$ cat config.mk
export PLATFORM = sky130hd
export DESIGN_NAME = subreg_access_arb
export DESIGN_NICKNAME = d
export VERILOG_FILES = /design/src/rtl/subreg_access_arb.sv
export SDC_FILE = /design/constraint.sdc
export NUM_CORES = 1
export LEC_CHECK = 0
export BUFFER_PORTS_ARGS = -buffer_cell sky130_fd_sc_hd__buf_2
export CAP_MARGIN = 5
export CELL_PAD_IN_SITES_DETAIL_PLACEMENT = 0
export CELL_PAD_IN_SITES_GLOBAL_PLACEMENT = 2
export CORE_UTILIZATION = 21
export DETAILED_ROUTE_END_ITERATION = 12
export PLACE_DENSITY_LB_ADDON = 0.05
export SLEW_MARGIN = 20
export SYNTH_ARGS = -nofsm -noshare
export SYNTH_HDL_FRONTEND = slang
export SYNTH_SLANG_ARGS = --single-unit
$ cat constraint.sdc
create_clock -name clk_i -period 1.5 [get_ports clk_i]
set_input_delay 0.225 -clock clk_i [delete_from_list [all_inputs] [get_ports clk_i]]
set_output_delay 0.225 -clock clk_i [all_outputs]
set_load 0.02 [all_outputs]
$ cat src/rtl/subreg_access_arb.sv
// Round-robin arbiter sharing one register-file access port between NumReq requesters.
// Each transaction runs IDLE (grant) -> ACCESS (strobe) -> RESP (response), one at a time.
module subreg_access_arb #(
  parameter int NumReq = 2,
  parameter int AW     = 8,
  parameter int DW     = 32
) (
  input  logic                 clk_i,
  input  logic                 rst_ni,
  input  logic [NumReq-1:0]    req_i,
  input  logic [NumReq-1:0]    wr_i,
  input  logic [NumReq*AW-1:0] addr_i,
  input  logic [NumReq*DW-1:0] wdata_i,
  output logic [NumReq-1:0]    gnt_o,
  output logic [NumReq-1:0]    rvalid_o,
  output logic [DW-1:0]        rdata_o,
  output logic                 reg_we_o,
  output logic                 reg_re_o,
  output logic [AW-1:0]        reg_addr_o,
  output logic [DW-1:0]        reg_wd_o,
  input  logic [DW-1:0]        reg_rdata_i
);

  localparam int IW = (NumReq > 1) ? $clog2(NumReq) : 1;

  typedef enum logic [1:0] {
    ST_IDLE,
    ST_ACCESS,
    ST_RESP
  } state_e;

  // First requester at or after ptr+1, wrapping; the last winner gets lowest priority.
  function automatic logic [IW-1:0] rr_pick(input logic [NumReq-1:0] req,
                                            input logic [IW-1:0]     ptr);
    logic [IW-1:0] pick;
    logic          found;
    int            cand;
    pick  = '0;
    found = 1'b0;
    for (int k = 1; k <= NumReq; k++) begin
      cand = (int'(ptr) + k) % NumReq;
      if (!found && req[cand]) begin
        found = 1'b1;
        pick  = IW'(cand);
      end
    end
    return pick;
  endfunction

  state_e        state_q, state_d;
  logic [IW-1:0] ptr_q, ptr_d;
  logic [IW-1:0] sel_q, sel_d;
  logic          wr_q, wr_d;
  logic [AW-1:0] addr_q, addr_d;
  logic [DW-1:0] wd_q, wd_d;
  logic [DW-1:0] rdata_q, rdata_d;
  logic [IW-1:0] win;

  assign win = rr_pick(req_i, ptr_q);

  always_comb begin
    // NOTE: every signal gets a default before the case; a missing branch would infer a latch.
    state_d  = state_q;
    ptr_d    = ptr_q;
    sel_d    = sel_q;
    wr_d     = wr_q;
    addr_d   = addr_q;
    wd_d     = wd_q;
    rdata_d  = rdata_q;
    gnt_o    = '0;
    rvalid_o = '0;
    reg_we_o = 1'b0;
    reg_re_o = 1'b0;

    unique case (state_q)
      ST_IDLE: begin
        if (|req_i) begin
          gnt_o[win] = 1'b1;
          sel_d      = win;
          ptr_d      = win;
          wr_d       = wr_i[win];
          addr_d     = addr_i[win*AW +: AW];
          wd_d       = wdata_i[win*DW +: DW];
          state_d    = ST_ACCESS;
        end
      end
      ST_ACCESS: begin
        reg_we_o = wr_q;
        reg_re_o = !wr_q;
        rdata_d  = wr_q ? '0 : reg_rdata_i;
        state_d  = ST_RESP;
      end
      ST_RESP: begin
        rvalid_o[sel_q] = 1'b1;
        state_d         = ST_IDLE;
      end
      default: state_d = ST_IDLE;
    endcase
  end

  // NOTE: sequential state uses non-blocking assignments so all flops update together.
  always_ff @(posedge clk_i or negedge rst_ni) begin
    if (!rst_ni) begin
      state_q <= ST_IDLE;
      ptr_q   <= IW'(NumReq - 1);
      sel_q   <= '0;
      wr_q    <= 1'b0;
      addr_q  <= '0;
      wd_q    <= '0;
      rdata_q <= '0;
    end else begin
      state_q <= state_d;
      ptr_q   <= ptr_d;
      sel_q   <= sel_d;
      wr_q    <= wr_d;
      addr_q  <= addr_d;
      wd_q    <= wd_d;
      rdata_q <= rdata_d;
    end
  end

  // Address and data stay registered between accesses; only the strobes qualify them.
  assign reg_addr_o = addr_q;
  assign reg_wd_o   = wd_q;
  assign rdata_o    = rdata_q;

endmodule

# Yosys cells after proc, flatten, opt, wreduce, memory -nomap -nowiden
# Cells that the tools add are included.
[op_classes] addsub=2 n_mul=0 n_div=0 n_lt_le_gt_ge=6 eq_ne=3 shift=2 n_mux=23 bitwise=2 reduce_logical=8
[ops] operator="variable part select 64 x 7 -> 32 bit" count=1
[ops] operator="2-to-1 mux 32 bit" count=1
[ops] operator="variable part select 16 x 5 -> 8 bit" count=1
[ops] operator="2-to-1 mux 1 bit" count=15
[ops] operator="2-to-1 mux 2 bit" count=4
[ops] operator="less-than comparator 2 x 3 -> 1 bit, second input constant" count=2
[ops] operator="less-than comparator 1 x 2 -> 1 bit, second input constant" count=2
[ops] operator="case mux 2 bit (2 select lines)" count=1
[ops] operator="logical AND 1 bit" count=3
[ops] operator="adder 1 bit, second input constant" count=2
[ops] operator="AND 1 bit, first input constant" count=2
[ops] operator="demux 1 bit (select 1 bit)" count=2
[ops] operator="== test 2 x 1 -> 1 bit, second input constant" count=1
[ops] operator="== test 2 bit, second input constant" count=1
[ops] operator=">= comparator 1 bit, second input constant" count=2
[ops] operator="zero test 1 bit" count=2
[ops] operator="zero test 2 bit" count=1
[ops] operator="!= test 2 bit, second input constant" count=1
[ops] operator="AND reduction 2 bit" count=1
[ops] operator="OR reduction 2 bit" count=1
[word_totals] register_bits=77 latchBits=0 ramBits=0 romBits=0 in_bits=118 output_inout_bits=78 word_cells=53 mem_count=0

# Logic depth before layout (Yosys ltp)
[logic_depth] ltp_word=15 depth_mapped=6 depth_no_buf=4

# Least setup slack after synthesis
# No wires, ideal clock.
[synth_timing] path_type="register to register" start="register ptr_q" end="register addr_q[0], in the netlist reg_addr_o[0]" setup_time_ps=126 arrival_ps=1374 t_required_ps=1374 setup_slack_ps=0 stages_incl_launch_ff=7 path_buffers=3 synth_period_minus_slack_ps=1500 path_cell_list="dfstp_2 a21bo_2 buf_4 and3_4 buf_6 buf_6 a221o_1"
[synth_between] elab_chain_len=9 word_cells_on_any_way=14 cone_classes="add/sub (2); shift (1); mux (9); reduce/logical (2)"
[synth_rtl] item="start, declared" line="51" rtl="logic [IW-1:0] ptr_q, ptr_d;"
[synth_rtl] item="start signal, assigned" line="105" rtl="ptr_q <= IW'(NumReq - 1);"
[synth_rtl] item="start signal, assigned" line="113" rtl="ptr_q <= ptr_d;"
[synth_rtl] item="adder 1 bit" line="41" rtl="cand = (int'(ptr) + k) % NumReq;"
[synth_rtl] item="2-to-1 mux 1 bit (implied by the code) (3 in series)" line="42" rtl="if (!found && req[cand]) begin"
[synth_rtl] item="2-to-1 mux 1 bit" line="42"
[synth_rtl] item="zero test 1 bit" line="42"
[synth_rtl] item="logical AND 1 bit" line="42"
[synth_rtl] item="2-to-1 mux 1 bit (*)" line="42"
[synth_rtl] item="variable part select 16 x 5 -> 8 bit (*)" line="82" rtl="addr_d = addr_i[win*AW +: AW];"
[synth_rtl] item="end signal, assigned" line="116" rtl="addr_q <= addr_d;"
[synth_rtl] item="end, declared" line="54" rtl="logic [AW-1:0] addr_q, addr_d;"
# Mark *: on every way between the ends. The rest lies on a longest branch, timed or not. The select of a mux whose other input is x is not followed.
# A chain may end at the register's enable or synchronous reset.

# Final worst setup path
[layout_timing] start="register ptr_q" end="output port gnt_o[0]"
[layout_between] elab_chain_len=14 word_cells_on_any_way=20 cone_classes="add/sub (2); order compare (2); mux (13); reduce/logical (3)"
[layout_rtl] item="adder 1 bit" line="41"
[layout_rtl] item="2-to-1 mux 1 bit (implied by the code) (3 in series)" line="42"
[layout_rtl] item="2-to-1 mux 1 bit" line="42"
[layout_rtl] item="zero test 1 bit" line="42"
[layout_rtl] item="logical AND 1 bit" line="42"
[layout_rtl] item="2-to-1 mux 1 bit (*)" line="42"
[layout_rtl] item="less-than comparator 1 x 2 -> 1 bit (implied by the code) or >= comparator 1 bit (tied branches)" line="78" rtl="gnt_o[win] = 1'b1;"
[layout_rtl] item="logical AND 1 bit (implied by the code)" line="78"
[layout_rtl] item="2-to-1 mux 1 bit (implied by the code)" line="78"
[layout_rtl] item="demux 1 bit (select 1 bit) (*)" line="78"
[layout_rtl] item="2-to-1 mux 2 bit (*)" line="77" rtl="if (|req_i) begin"
[layout_rtl] item="2-to-1 mux 2 bit (*)" line="75" rtl="unique case (state_q)"
[layout_rtl] item="end, declared" line="14" rtl="output logic [NumReq-1:0] gnt_o,"
# Marks and branches as above.

==> reports/metrics.yaml <==
status: "complete, but fails checks"
violations: "negative setup slack"
synth_enable_flop_cells: 0
layoutNonFillerInstCount: 753
arrival_ns: 1.35
most-common-layout-cells: "buf_2, nand2_1, dfrtp_1"
dpl_cell_area_mm2: 0.00460
cts_made_buffers: 9
fillers: 1649
post_drt_wl_per_cell_um: 15.3
power.density_mw_per_mm2: 2310
finalWeightedCongestion: 0.708
avgSynthCellArea_um2: 9.86
drive_gt1_share_pct: 45.0
synth-main-ff-cell: "dfrtp_1"
syn_nets: 452
vias: 3209
design_area_mm2: 0.00505
fp.dieW_um: 127
insertedDiodeCount: 0
clockBufferDepth: 2
hold_depth: 2
rows: 45
synth_area_mm2: 0.00329
antenna_found_initial: 1
crit_type: "flop to output port"
tritoncts: "yes"
holdWs_ns: 0.115
finalSetupViolCount: 4
cts_htree_levels: 3
p_leak_nw: 2.64
drv_slew: 0
synth-seq-area-share_pct: 58.5
vias_per_cell: 4.26
cts_num_sinks: 77
r2r_slack_ns: 0.04
grt_pass1_vias: 3184
async_flop_share_pct: 100
yosys_warnings: 0
rsz0062_at_grt: "true"
place_hpwl_mm: 7.80
register_area_mm2: 0.00193
grt_max_degree: 54
holdCritPathClass: "input pin to flop"
io_pins: 196
maxCapViolCount: 0
required_ns: 1.27
start_util_pct: 21.6
final_nets: 656
dp_cells: 731
final_common_cell: "buf_2"
path_max_fanout: 3
grt_overflow: 0
max-vdd-ir-drop_uv: 709
start_kind: "flop"
die-area_mm2: 0.0162
clk_latency_ns: 0.34
synth_cell_types: 26
dp_slack_ns: 0.0148
firstDrtPassIters: 4
reg2reg_depth: 4
syn_to_final_growth_pct: 53.3
drtAntennaViolNets: 0
grt_usage_pct: 14.7
timing.final.crit_share_pct: 105
post-route-util_pct: 33.1
worstMarginPinSlew_ns: 0.326
slew_headroom_pct: 78.2
fin_ws_ns: -0.0782
fmax_mhz: 634
portBuffers: 195
dieHeight_um: 127
dr.first_iter.drc_count: 115
clockRootBuffer: "clkbuf_16"
finalHoldViolations: 0
coreArea_mm2: 0.0153
ys_ff_latch: 77
finalCriticalPeriod_ns: 1.58
worst_setup_hold_path_clk_slew_ns: 0.06
syn-instance-count: 334
multi_input_area_mm2: 0.00126
skew_ns: 0.00537
wl_mm: 11.5
remaining_drc_errors: 0
endpoint_kind: "output port"
grt_pass1_wl_mm: 17.8
## path summary, 6_finish.rpt
kind / from / to
max: ptr_q$_DFFE_PN1P_ / gnt_o[0]
min: wdata_i[30] / reg_wd_o[30]$_DFFE_PN0P_
max reg2reg: ptr_q$_DFFE_PN1P_ / reg_wd_o[29]$_DFFE_PN0P_
min reg2reg: rdata_o[11]$_DFFE_PN0N_ / rdata_o[11]$_DFFE_PN0N_
max in group asynchronous: rst_ni / ptr_q$_DFFE_PN1P_
min in group asynchronous: rst_ni / rdata_o[7]$_DFFE_PN0N_
## cell usage after synthesis (2+ instances only)
cell	number	area [µm²]
a21o_1	2	15.0
a21oi_1	17	85.1
a221o_1	24	240
a31oi_1	17	106
and3_1	24	150
buf_1	2	7.51
buf_2	5	25.0
buf_4	2	15.0
buf_6	4	45.0
clkbuf_1	15	56.3
dfrtp_1	76	1900
inv_1	2	7.51
nand2_1	99	372
nor2_1	2	7.51
o21ai_0	32	160
## area by class of cell
| type | count | area share [%] |
|---|---|---|
| clock inverters | 4 | 1.46 |
| flip-flops and latches | 77 | 38.2 |
| multi-input cells | 227 | 25.0 |
| well taps | 211 | 5.23 |
| repair buffers | 220 | 25.3 |
| inverters | 3 | 0.273 |
| clock buffers | 11 | 4.61 |
## sequential cells by signal, summed over array words and instances (netlist names)
| signal | flops |
|---|---|
| ptr_q | 1 |
| rdata_o | 32 |
| reg_addr_o | 8 |
| reg_wd_o | 32 |
| sel_q | 1 |
| state_q | 2 |
| wr_q | 1 |
## what timing repair did
item | in CTS | in global routing
hold buffers | 1 | 0
gates cloned | 1 | 0
pin swaps | 0 | 2
endpoints found under the hold margin | 21 | 0
buffers inserted | 2 | 3
resized for setup | 18 | 5
setup endpoints to repair | 6 | 18
## kinds of logic (layout without fill, tap and decap cells)
kind of cell	Yosys count	count (layout)	share of synthesized area (%)
flip-flops	77	77	58.5
buffers and inverters	31	238	4.86
AND/OR/NAND/NOR	132	133	17.6
AO/OA/AOI/OAI	94	94	19.0
## where the power goes
group / total, mW / switching (mW) / internal, mW
clock: 2.31 / 0.863 / 1.45
sequential: 3.64 / 0.543 / 3.10
combinational: 5.72 / 3.50 / 2.22
## critical path, stage by stage (launching register included)
cell	delay, ns
dfstp_2	0.53
a21bo_2	0.16
and3_4	0.21
buf_6	0.12
## per-layer routing
layer / vias to the layer above / GRT usage [%] / wire [µm]
li1: 1578 / - / -
met1: 1498 / 17.7 / 4940
met2: 126 / 24.0 / 5530
met3: 7 / 5.90 / 916
met4: 0 / 4.41 / 148
met5: - / 0 / 0
## per-stage QoR
step                total power, mW  setup TNS [ns]
floorplan                      6.96               0
finish                         11.7          -0.155
global route                   12.5          -0.406
CTS                            11.8          -0.301
global placement               9.13               0
detailed placement             9.17               0
Power figures use the tool's default switching activity.
